### src/rtl/grant_lease_controller.sv
// grant_lease_controller: turns a one-hot arbiter grant into a bounded
// resource lease with owner tracking, early release, timeout and guard.
//
// Ports:
//   clk            in   1     clock, rising edge
//   rst            in   1     asynchronous reset, active-high
//   grant_inputs   in   N     one-hot grant from the arbiter
//   release_inputs in   N     per-requester early release request
//   res_en         out  1     resource enabled for owner (high in HOLD)
//   owner_valid    out  1     owner_id is valid (high in HOLD)
//   owner_id       out  ID_W  index of current/last owner
//   lease_expired  out  1     pulse: lease ended by timeout
//   release_done   out  1     pulse: lease ended by owner release
//   grant_dropped  out  1     pulse: nonzero grant ignored (HOLD/GUARD)
//   grant_error    out  1     pulse: multi-hot grant seen in IDLE
module grant_lease_controller #(
    parameter int N            = 3,
    parameter int ID_W         = 2,
    parameter int CNT_W        = 8,
    parameter int LEASE_CYCLES = 4,
    parameter int GUARD_CYCLES = 1
) (
    input  logic            clk,
    input  logic            rst,
    input  logic [N-1:0]    grant_inputs,
    input  logic [N-1:0]    release_inputs,
    output logic            res_en,
    output logic            owner_valid,
    output logic [ID_W-1:0] owner_id,
    output logic            lease_expired,
    output logic            release_done,
    output logic            grant_dropped,
    output logic            grant_error
);

    typedef enum logic [1:0] {
        S_IDLE  = 2'd0,
        S_HOLD  = 2'd1,
        S_GUARD = 2'd2
    } state_t;

    localparam logic [CNT_W-1:0] LEASE_M1 = CNT_W'(LEASE_CYCLES - 1);
    localparam logic [CNT_W-1:0] GUARD_M1 =
        (GUARD_CYCLES > 0) ? CNT_W'(GUARD_CYCLES - 1) : '0;
    localparam logic GUARD_EN = (GUARD_CYCLES > 0);

    state_t            state_q, state_d;
    logic [CNT_W-1:0]  cnt_q, cnt_d;
    logic [ID_W-1:0]   owner_id_q, owner_id_d;
    logic              res_en_q, res_en_d;
    logic              owner_valid_q, owner_valid_d;
    logic              lease_expired_q, lease_expired_d;
    logic              release_done_q, release_done_d;
    logic              grant_dropped_q, grant_dropped_d;
    logic              grant_error_q, grant_error_d;

    // Grant / release decode
    int unsigned       grant_cnt;
    logic [ID_W-1:0]   grant_idx;
    logic              grant_any;
    logic              grant_onehot;
    logic              owner_rel;
    logic              lease_end;

    always_comb begin
        grant_cnt = 0;
        grant_idx = '0;
        for (int i = 0; i < N; i++) begin
            if (grant_inputs[i]) begin
                grant_cnt = grant_cnt + 1;
                grant_idx = ID_W'(i);
            end
        end
        grant_any    = (grant_cnt != 0);
        grant_onehot = (grant_cnt == 1);
    end

    // Only the current owner's release bit counts; others are ignored.
    always_comb begin
        owner_rel = 1'b0;
        for (int i = 0; i < N; i++) begin
            if (owner_id_q == ID_W'(i) && release_inputs[i]) begin
                owner_rel = 1'b1;
            end
        end
    end

    assign lease_end = owner_rel || (cnt_q == '0);

    // State and output registers
    always_ff @(posedge clk or posedge rst) begin
        if (rst) begin
            state_q         <= S_IDLE;
            cnt_q           <= '0;
            owner_id_q      <= '0;
            res_en_q        <= 1'b0;
            owner_valid_q   <= 1'b0;
            lease_expired_q <= 1'b0;
            release_done_q  <= 1'b0;
            grant_dropped_q <= 1'b0;
            grant_error_q   <= 1'b0;
        end else begin
            state_q         <= state_d;
            cnt_q           <= cnt_d;
            owner_id_q      <= owner_id_d;
            res_en_q        <= res_en_d;
            owner_valid_q   <= owner_valid_d;
            lease_expired_q <= lease_expired_d;
            release_done_q  <= release_done_d;
            grant_dropped_q <= grant_dropped_d;
            grant_error_q   <= grant_error_d;
        end
    end

    // Next-state logic
    always_comb begin
        state_d    = state_q;
        cnt_d      = cnt_q;
        owner_id_d = owner_id_q;
        unique case (state_q)
            S_IDLE: begin
                if (grant_onehot) begin
                    state_d    = S_HOLD;
                    cnt_d      = LEASE_M1;
                    owner_id_d = grant_idx;
                end
            end
            S_HOLD: begin
                if (lease_end) begin
                    if (GUARD_EN) begin
                        state_d = S_GUARD;
                        cnt_d   = GUARD_M1;
                    end else begin
                        state_d = S_IDLE;
                        cnt_d   = '0;
                    end
                end else begin
                    cnt_d = cnt_q - 1'b1;
                end
            end
            S_GUARD: begin
                if (cnt_q == '0) begin
                    state_d = S_IDLE;
                end else begin
                    cnt_d = cnt_q - 1'b1;
                end
            end
            default: begin
                state_d = S_IDLE;
                cnt_d   = '0;
            end
        endcase
    end

    // Output logic: next values for the registered outputs
    always_comb begin
        res_en_d        = (state_d == S_HOLD);
        owner_valid_d   = (state_d == S_HOLD);
        lease_expired_d = 1'b0;
        release_done_d  = 1'b0;
        grant_dropped_d = 1'b0;
        grant_error_d   = 1'b0;
        unique case (state_q)
            S_IDLE: begin
                grant_error_d = grant_any && !grant_onehot;
            end
            S_HOLD: begin
                // Release beats a coincident timeout.
                release_done_d  = owner_rel;
                lease_expired_d = !owner_rel && (cnt_q == '0);
                grant_dropped_d = grant_any;
            end
            S_GUARD: begin
                grant_dropped_d = grant_any;
            end
            default: begin
                grant_error_d = 1'b0;
            end
        endcase
    end

    assign res_en        = res_en_q;
    assign owner_valid   = owner_valid_q;
    assign owner_id      = owner_id_q;
    assign lease_expired = lease_expired_q;
    assign release_done  = release_done_q;
    assign grant_dropped = grant_dropped_q;
    assign grant_error   = grant_error_q;

endmodule

### config.mk
export PLATFORM = sky130hd
export DESIGN_NAME = grant_lease_controller
export DESIGN_NICKNAME = d
export VERILOG_FILES = /design/src/rtl/grant_lease_controller.sv
export SDC_FILE = /design/constraint.sdc
export NUM_CORES = 1
export LEC_CHECK = 0
export CAP_MARGIN = 20
export CORE_ASPECT_RATIO = 1.5
export CORE_MARGIN = 8
export CORE_UTILIZATION = 53
export CTS_CLUSTER_DIAMETER = 150
export DETAILED_ROUTE_END_ITERATION = 6
export DONT_BUFFER_PORTS = 1
export PLACE_DENSITY = 0.68
export SETUP_SLACK_MARGIN = 0.02
export SKIP_CTS_REPAIR_TIMING = 1
export SYNTH_ARGS = -nofsm -noshare
export SYNTH_HDL_FRONTEND = slang
export SYNTH_SLANG_ARGS = --single-unit
export TNS_END_PERCENT = 20
### constraint.sdc
create_clock -name clk -period 1.74 [get_ports clk]
set_input_delay 0.174 -clock clk [delete_from_list [all_inputs] [get_ports clk]]
set_output_delay 0.174 -clock clk [all_outputs]
set_load 0.05 [all_outputs]
==> run summary <==
# IOs = 16
Synth Cell Area = 0.001085 mm2
Final setup violation count = 0
Fin nets = 142
Vias in the first global route = 835
Seq/Total Area, Yosys = 0.3922
Gr ovfl total = 0
CP peak stage delay = 0.42 ns
Post-synth top cells = dfrtp_1 (17), inv_1 (14), ha_1 (8), nor2_1 (8), a21oi_1 (6)
Syn_nets = 124
CTS tree = built
Reg2Reg Depth = 8
Clock Root Buffer = clkbuf_4
Period Utilization, post-route = 0.9953
First-pass GRT wire length = 3788 um
Count leader, synth = dfrtp_1
Dominant synthesized flop cell = dfrtp_1
Endpoint type of the worst setup path = flip-flop
Largest net degree at the start of global routing = 18
Die area = 0.003780 mm2
Peak VDD IR = 1085 uV
Startpoint types = flip-flop
Synth unique cells = 38
Max FO, Critical Path = 5
Dpl hpwl = 1797 um
Final Hold Violating Endpoints = 0
R2r startpoint = state_q[1]$_DFF_PP0_
Area occupied by registers = 429.2 um2
Setup TNS = 0 ns
CTS sink count = 17
GP Congestion = 0.7832
Horiz. Die Dim = 52.94 um
Mapped Avg Cell Area = 10.14 um2
DRT antenna net count = 0
Clock Path Buffers = 2
DRC Markers = 0
Num CTS Buffers = 3
Relative slew slack = 0.5487
Status = completed
Required @ worst endpoint = 1.95 ns
DIE HEIGHT = 71.41 um
Worst setup margin = 0.008141 ns
Min Tclk post-route = 1.732 ns
Post-synth EDFFs = 0
Vias per Instance = 6.089
Worst Tran Pin Value = 0.6762 ns
Synth top area cells = dfrtp_1 (39%), ha_1 (9.2%), inv_1 (4.8%)
#FFs+latches synth = 17
Design Area, Final = 0.001343 mm2
Initial antenna violation count = 0
Share of cells above drive strength 1 = 0.3306
Clock-pin slew of the registers on the worst-case setup and hold paths = 0.10 ns
Initial Util = 0.5487
Slowest cell on crit path = dfrtp_1
Achievable Freq = 0.5774 GHz
Skew-Pair Late Insertion Delay = 0.29 ns
Unrepaired setup endpoints after global routing = yes
Worst Path Arrival = 1.94 ns
Multi-input gate area in the final layout = 658.1 um2
Post-DP Area = 0.001175 mm2
Synth warn = 0
Max Clock Skew = 0.002850 ns
Setup CP Type = reg2reg
Yosys top cell by area = dfrtp_1
Iteration-0 DRC count of the detailed router = 32
Pleak = 0.5939 nW
FF-to-FF End = cnt_q[4]$_DFFE_PP0P_
Max-slew violations = 0
WL/cell = 17.03 um
Hold slack = 0.02398 ns
Min-Delay Endpoint = owner_id[1]$_DFFE_PP0P_
Vias = 889
Cell family with the largest share of critical-path delay = compound AO/OA/AOI/OAI gates
Power Dens Cells = 1969 mW/mm2
Rows = 20
Fillers = 159
# diodes = 0
Maxcap violations = 0
Area Overhead vs Synth = 23.76%
Initial DRT Pass Iterations = 5
Hold_sp = grant_inputs[2]
Worst slack, placed = -0.06674 ns
Cells after Synth = 107
Worst Path Buf+Inv = 3
CP Cell Sequence = inv_2 > ha_4 > o211ai_1 > o31ai_4 > buf_6 > clkbuf_16 > a31oi_4 > o31ai_2
R2R setup slack = 0.008 ns
CTS H-tree lvls = 1
Total track usage = 0.1303
Routed WL = 2486 um
HP Class = in2reg
Top cell type's share of synthesized area = 0.3922
Hold Path Depth = 1
IO Port Bufs = 0
Synth async-reset ratio = 1.000
Core Area = 0.001977 mm2
==> routing by layer <==
metal / vias up / part of all wire / global-route usage
met3: 7 / 0.059 / 0.03106
li1: 414 / - / -
met1: 424 / 0.35 / 0.1422
met4: 0 / 0.017 / 0.04335
met2: 44 / 0.57 / 0.2304
met5: - / 0 / 0
==> area by class of cell <==
type                            instances  share of cell area
Clock buffer                            4             0.01957
Multi-Input combinational cell         74              0.4902
Timing Repair Buffer                   15              0.1109
Tap cell                               22             0.02050
Inverter                               14             0.03914
Sequential cell                        17              0.3197
==> report_power, final <==
part           internal (W)  switching [W]
Clock             0.0000893       0.000129
Combinational      0.000723       0.000912
Sequential         0.000547       0.000242
Total               0.00136        0.00128
==> worst max-delay path by stage <==
stage                    startpoint                 endpoint  slack, ns  cells after the start
5_1_grt        state_q[1]$_DFF_PP0_     cnt_q[7]$_DFFE_PP0P_      -0.08                      7
6_report       state_q[1]$_DFF_PP0_     cnt_q[4]$_DFFE_PP0P_      0.008                      8
2_1_floorplan       grant_inputs[0]  owner_id[1]$_DFFE_PP0P_       0.02                      6
4_1_cts        state_q[1]$_DFF_PP0_     cnt_q[7]$_DFFE_PP0P_     -0.003                      7
3_3_place_gp        grant_inputs[0]     cnt_q[7]$_DFFE_PP0P_      0.006                      8
3_5_place_dp        grant_inputs[0]     cnt_q[7]$_DFFE_PP0P_      -0.07                      8
==> sequential cells by signal, summed over array words and instances (netlist names) <==
name,count
cnt_q,8
owner_id,2
state_q,2
grant_dropped,1
grant_error,1
lease_expired,1
owner_valid,1
release_done,1
==> through the flow <==
stage	util	power, W	cells
global placement	0.5943	0.002125	136
detailed placement	0.5943	0.002153	136
CTS	0.6076	0.002373	140
finish	0.6791	0.002644	146
floorplan	-	0.001749	107
global route	0.6791	0.002804	146
==> kinds of logic after synthesis <==
| group | Yosys count | share of synthesized area |
|---|---|---|
| flops | 17 | 0.3922 |
| mux | 3 | 0.02884 |
| compound gates | 27 | 0.2122 |
| buf+inv | 16 | 0.06575 |
| fa+ha+maj | 9 | 0.1107 |
| simple gates | 35 | 0.1903 |
==> layout by cell type (no fill, tap or decap), types with 2 or more instances in the layout <==
cell	count
clkbuf_4	3
inv_1	13
nand3_2	3
ha_4	2
a21oi_1	6
o31ai_2	2
ha_1	6
nand3_1	2
o21ai_1	4
and2_1	4
dfrtp_1	14
nor2b_1	2
mux2i_1	2
buf_4	11
a21boi_0	2
dfrtp_2	3
nand2_1	5
nor2_1	8
o211ai_1	2
nor3_1	2
Power figures use the tool's default switching activity.
==> variant 1: new RTL, same settings <==
Change the parameter `CNT_W` from 8 to 9.
--- a/src/rtl/grant_lease_controller.sv
+++ b/src/rtl/grant_lease_controller.sv
@@ -18,3 +18,3 @@
     parameter int ID_W         = 2,
-    parameter int CNT_W        = 8,
+    parameter int CNT_W        = 9,
     parameter int LEASE_CYCLES = 4,
Formal check against the unedited RTL: same outputs for any inputs over 10 cycles, from zero or initial values and one cycle with rst high; that may be too few to reach the edited logic, so the function may still have changed.
==> variant 1 against the unedited design <==
  * Count of clock-buffer cells in the layout unchanged
  * Critical path type unchanged
  * Synthesized area rose by 0.92%
  * Cell count up 13%
  * Wire length up 14%
  * The flow now finishes with violations (negative setup slack)
  * Cell area is 8.9% higher
  * Non-clock buffer count up 15
  * Largest power group unchanged
  * Setup slack worse by 0.022 ns
  * Sequential cell count rose by 1
  * Power up 0.70%
  * Sequential share of layout area fell by 1.1 points
  * Utilization increased by 5.1 points
==> variant 1: results (changes against the unedited design) <==
- Max reg flops: 9 (+1)
- The post-layout net count came to 161 (+13%).
- The mean routed wirelength per cell was 17.13 um (+0.62%).
* Most area-consuming cells after synthesis: sky130_fd_sc_hd__dfrtp_1 (41%), sky130_fd_sc_hd__ha_1 (9.1%), sky130_fd_sc_hd__nor2_1 (3.8%), sky130_fd_sc_hd__inv_1 (3.4%), sky130_fd_sc_hd__o21ai_0 (3.2%)
* Number of filler instances in the final layout: 144 (-9.4%)
- Leakage power total: 0.6738 nW (+13%)
- The cell area after placement is 0.001285 mm^2 (+9.4%).
- Register-to-Register Path Depth: 6 (-2)
- Via count normalized by instance count: 5.915 (-2.9%)
* Instance count after placement with tap cells included: 154 (+13%)
- Wire length of the first global-routing pass: 4319 um (+14%)
* Slew of the pin with the lowest slew margin: 0.7118 ns (+0.03564 ns)
- The via count of the first global-routing pass came to 1030 (+23%).
- Number of DRC markers after the initial detailed-route iteration: 22 (-31%)
- The post-DP HPWL is 2039 um (+13%).
- In this design, the largest share of critical-path delay is due to simple AND/OR/NAND/NOR gates.
- The diode insertion count for antenna repair was 0 (unchanged).
- The commonest cells after synthesis are sky130_fd_sc_hd__dfrtp_1 (18), sky130_fd_sc_hd__nor2_1 (11), sky130_fd_sc_hd__inv_1 (10), sky130_fd_sc_hd__ha_1 (8), sky130_fd_sc_hd__o21ai_0 (7).
- Result of the run: finished, violations left
* Reg2Reg Setup Slack: -0.01 ns (-0.02 ns)
- Worst R2R Start: cnt_q[5]
- The global router's overall resource usage was 0.1437 (+0.01334).
* Clock tree skew after final layout: 0.01209 ns (+0.009243 ns)
* Failing checks: negative setup slack
* Distinct cells, synth: 39 (+2.6%)
- Number of setup violations in the final report: 2 (+2)
* Min setup slack post-route: -0.01345 ns (-0.02159 ns)
- The endpoint identified for the worst register-to-register timing path is owner_valid.
- First drt pass iteration count: 4 (-1)
- Crit path largest cell delay: 0.40 ns (-0.02 ns)
- The largest net degree at the start of global routing is 19 (+1).
* Ratio of cells with drive above 1 in the final layout: 0.3636 (+0.03299)
- The gate count of the mapped netlist is 111 (+3.7%).
- Mapped Nets: 128 (+3.2%)
* Hold path startpoint: grant_inputs[2]
-- variant 1: changes by cell type after synthesis, sizes merged, moves of 3 or more --
cell   delta
inv       -4
nand2     -4
a22o      +3
nor2      +3
o31ai     -3
-- variant 1: worst reg2reg max path: stages, from the launching register on --
cell                       delay [ns]
sky130_fd_sc_hd__dfrtp_1         0.40
sky130_fd_sc_hd__buf_4           0.15
sky130_fd_sc_hd__nor4_4          0.37
sky130_fd_sc_hd__and3_4          0.26
sky130_fd_sc_hd__o21ai_0         0.11
sky130_fd_sc_hd__a211oi_2        0.29
sky130_fd_sc_hd__nor4_1          0.07
-- variant 1: how the worst max path moves through the flow --
stage / slack [ns] / to / from / depth (start not counted)
finish: -0.01 / owner_valid / cnt_q[5] / 6
global placement: -0.10 / owner_id[1] / grant_inputs[0] / 6
global route: -0.08 / cnt_q[8] / cnt_q[5] / 6
detailed placement: -0.19 / cnt_q[6] / grant_inputs[0] / 7
CTS: -0.08 / owner_valid / cnt_q[8] / 6
floorplan: 0.01 / cnt_q[2] / grant_inputs[0] / 7
-- variant 1: final cells by class --
type	instances	area share
multi-input combinational	81	0.4683
inverter	10	0.02568
sequential	18	0.3091
tap	22	0.01884
timing repair buffer	30	0.1601
clock buffer	4	0.01798
-- variant 1: logic make-up (layout without fill, tap and decap cells) --
| logic type | count (synthesis) | count (layout) | synth area share |
|---|---|---|---|
| simple gates | 36 | 36 | 0.1783 |
| compound gates | 32 | 32 | 0.2137 |
| fa+ha+maj | 9 | 9 | 0.1097 |
| flops | 18 | 18 | 0.4114 |
| xor+xnor | 2 | 2 | 0.01600 |
| mux | 2 | 2 | 0.01943 |
| buf+inv | 12 | 44 | 0.05143 |
-- variant 1: per-stage QoR --
step | utilization | hold WS (ns) | setup WS, ns | setup TNS [ns]
2_1_floorplan | - | 0.1125 | 0.01416 | 0
3_3_place_gp | 0.6419 | 0.2048 | -0.1029 | -0.6466
3_5_place_dp | 0.6419 | 0.2080 | -0.1914 | -1.463
4_1_cts | 0.6550 | -0.1260 | -0.08424 | -0.3973
5_1_grt | 0.7300 | 0.01556 | -0.08033 | -0.4161
6_report | 0.7300 | 0.02152 | -0.01345 | -0.02060
-- variant 1: per-layer routing --
layer  vias to the layer above  global-route usage  wire [um]
met5                         -                   0          0
met4                         0             0.07042         80
met3                        10             0.02070         99
met2                        20              0.2618       1587
met1                       479              0.1485       1059
li1                        467                   -          -
-- variant 1: report_power, final --
group / total [mW] / switching, mW / internal (mW)
Clock: 0.222 / 0.133 / 0.0893
Combinational: 1.66 / 0.887 / 0.771
Sequential: 0.782 / 0.219 / 0.563
Total: 2.66 / 1.24 / 1.42
==> variant 2: new RTL, same flow settings <==
Without the edit above. Make the reset (`rst`) synchronous in one clocked block. Comments in the files are not updated.
--- a/src/rtl/grant_lease_controller.sv
+++ b/src/rtl/grant_lease_controller.sv
@@ -90,3 +90,3 @@
     // State and output registers
-    always_ff @(posedge clk or posedge rst) begin
+    always_ff @(posedge clk) begin
         if (rst) begin
Formal check against the unedited RTL: differs if rst is asserted again (counterexample within 4 cycles, from zero or initial values and one cycle with rst high); with rst held inactive, the same outputs for 10 cycles.
==> variant 2 against the unedited design <==
  * The flow now finishes with violations (negative hold slack)
  * Count of clock-buffer cells in the layout stayed put
  * Sequential share of layout area down 3.0 points
  * Hold slack got worse by 0.084 ns
  * Cell count grew 4.8%
  * Sequential cell count unchanged
  * Synthesized cell count up 11%
  * Synthesized area decreased by 4.0%
  * Global-route usage is 0.58 points lower
  * Clock skew is essentially flat
  * Wire length decreased by 3.5%
  * Setup slack gained 0.090 ns
  * Cell area down 11%
  * Critical path type unchanged
  * Critical endpoint is now cnt_q[6]
  * Largest cell class unchanged
Power is not compared: it rests on default switching activity, and its combinational part moved more than twofold at a synthesized area within 25%.
==> variant 2: results (changes against the unedited design) <==
* Result of the run: finished, violations left
- Failing checks: negative hold slack
- The post-layout net count was 149 (+4.9%).
- Distinct cells, synth: 39 (+2.6%)
- RD Place Congestion: 0.8171 (+4.3%)
* Setup slack at placement: 0.08193 ns (+0.1487 ns)
* Number of input and output port buffers inserted: 0 (unchanged)
- Instance count after placement with tap cells included: 146 (+7.4%)
- Slew of the pin with the lowest slew margin: 0.4847 ns (-0.1915 ns)
* Largest net degree at the start of global routing: 18 (unchanged)
* Fraction of synthesis flops using an asynchronous set or reset pin: 0 (-1.000)
- The register-to-register path setup slack came to 0.1 ns (+0.09 ns).
- The sequential element share of the synthesized area came to 0.3269 (-0.06523).
* Most area-consuming cells after synthesis: sky130_fd_sc_hd__dfxtp_1 (33%), sky130_fd_sc_hd__ha_1 (9.6%), sky130_fd_sc_hd__mux2i_1 (5.8%), sky130_fd_sc_hd__nor2_1 (4.0%), sky130_fd_sc_hd__inv_1 (3.6%)
* Number of hold-slack violations in the final timing report: 9 (+9)
* Arrival time worst endpoint: 1.82 ns (-0.12 ns)
- Number of DRC markers after the initial detailed-route iteration: 27 (-16%)
* Top post-synthesis cells by count: sky130_fd_sc_hd__dfxtp_1 (17), sky130_fd_sc_hd__nor2_1 (11), sky130_fd_sc_hd__inv_1 (10), sky130_fd_sc_hd__ha_1 (8)
- The via count of the first global-routing pass was 838 (+0.36%).
- Crit path largest cell delay: 0.34 ns (-0.08 ns)
- The total nets after synthesis is 135 (+8.9%).
- The global router's overall resource usage was 0.1245 (-0.005788).
- Min-Delay Endpoint: owner_id[0]
* Reg2Reg Capture Point: cnt_q[6]
- WL per Instance: 15.69 um (-7.9%)
- The aggregate routed wire length is 2400 um (-3.5%).
- Family of cells with the greatest summed delay on the critical path: simple AND/OR/NAND/NOR gates
- The slowest stage of the critical path is the sky130_fd_sc_hd__dfxtp_2 cell.
* Count of mapped cells out of synthesis: 119 (+11%)
- The global-route wire length before repair is 3663 um (-3.3%).
* First drt pass iteration count: 4 (-1)
* Clock tree skew after final layout: 0.003130 ns (+0.0002798 ns)
- The final hold slack came to -0.05973 ns (-0.08371 ns).
* Ratio of cells with drive above 1 in the final layout: 0.1970 (-0.1337)
* Standard cell area after detailed placement: 0.001121 mm^2 (-4.6%)
* Register-to-Register Path Depth: 7 (-1)
- The maximum fanout along the worst path came to 4 (-1).
- The post-DP HPWL was 1812 um (+0.86%).
-- variant 2: area by class of cell --
type / instances / area, um^2
fillers: 173 / 660.6
clock buffers: 4 / 26.28
flip-flops and latches: 17 / 345.3
repair buffers: 12 / 95.09
multi-input cells: 89 / 663.1
well taps: 21 / 26.28
inverters: 10 / 37.54
-- variant 2: worst max path at each step --
stage                     startpoint           to  slack (ns)
final                       cnt_q[1]     cnt_q[6]         0.1
after global routing        cnt_q[0]     cnt_q[2]        0.01
after CTS                 state_q[0]     cnt_q[2]        0.06
after detailed placement  state_q[0]     cnt_q[2]        0.08
after global placement      cnt_q[2]  owner_valid        0.13
after floorplan           state_q[1]  owner_valid        0.05
-- variant 2: kinds of logic after synthesis --
logic type,Yosys count,synth area share
compound gates,24,0.1671
simple gates,50,0.2909
mux,6,0.05769
flops,17,0.3269
buf+inv,14,0.06131
fa+ha+maj,8,0.09616
-- variant 2: layer usage --
layer  GRT usage  up-vias  part of all wire
met4     0.03468        0             0.015
met2      0.2547       18              0.56
met3     0.02754        4             0.035
met5           0        -                 0
li1            -      465                 -
met1      0.1091      421              0.39
-- variant 2: where the power goes --
part           switching [mW]  internal (mW)  total [mW]
registers              0.0543          0.431       0.486
logic                   0.307          0.217       0.524
clock network           0.122         0.0888       0.211
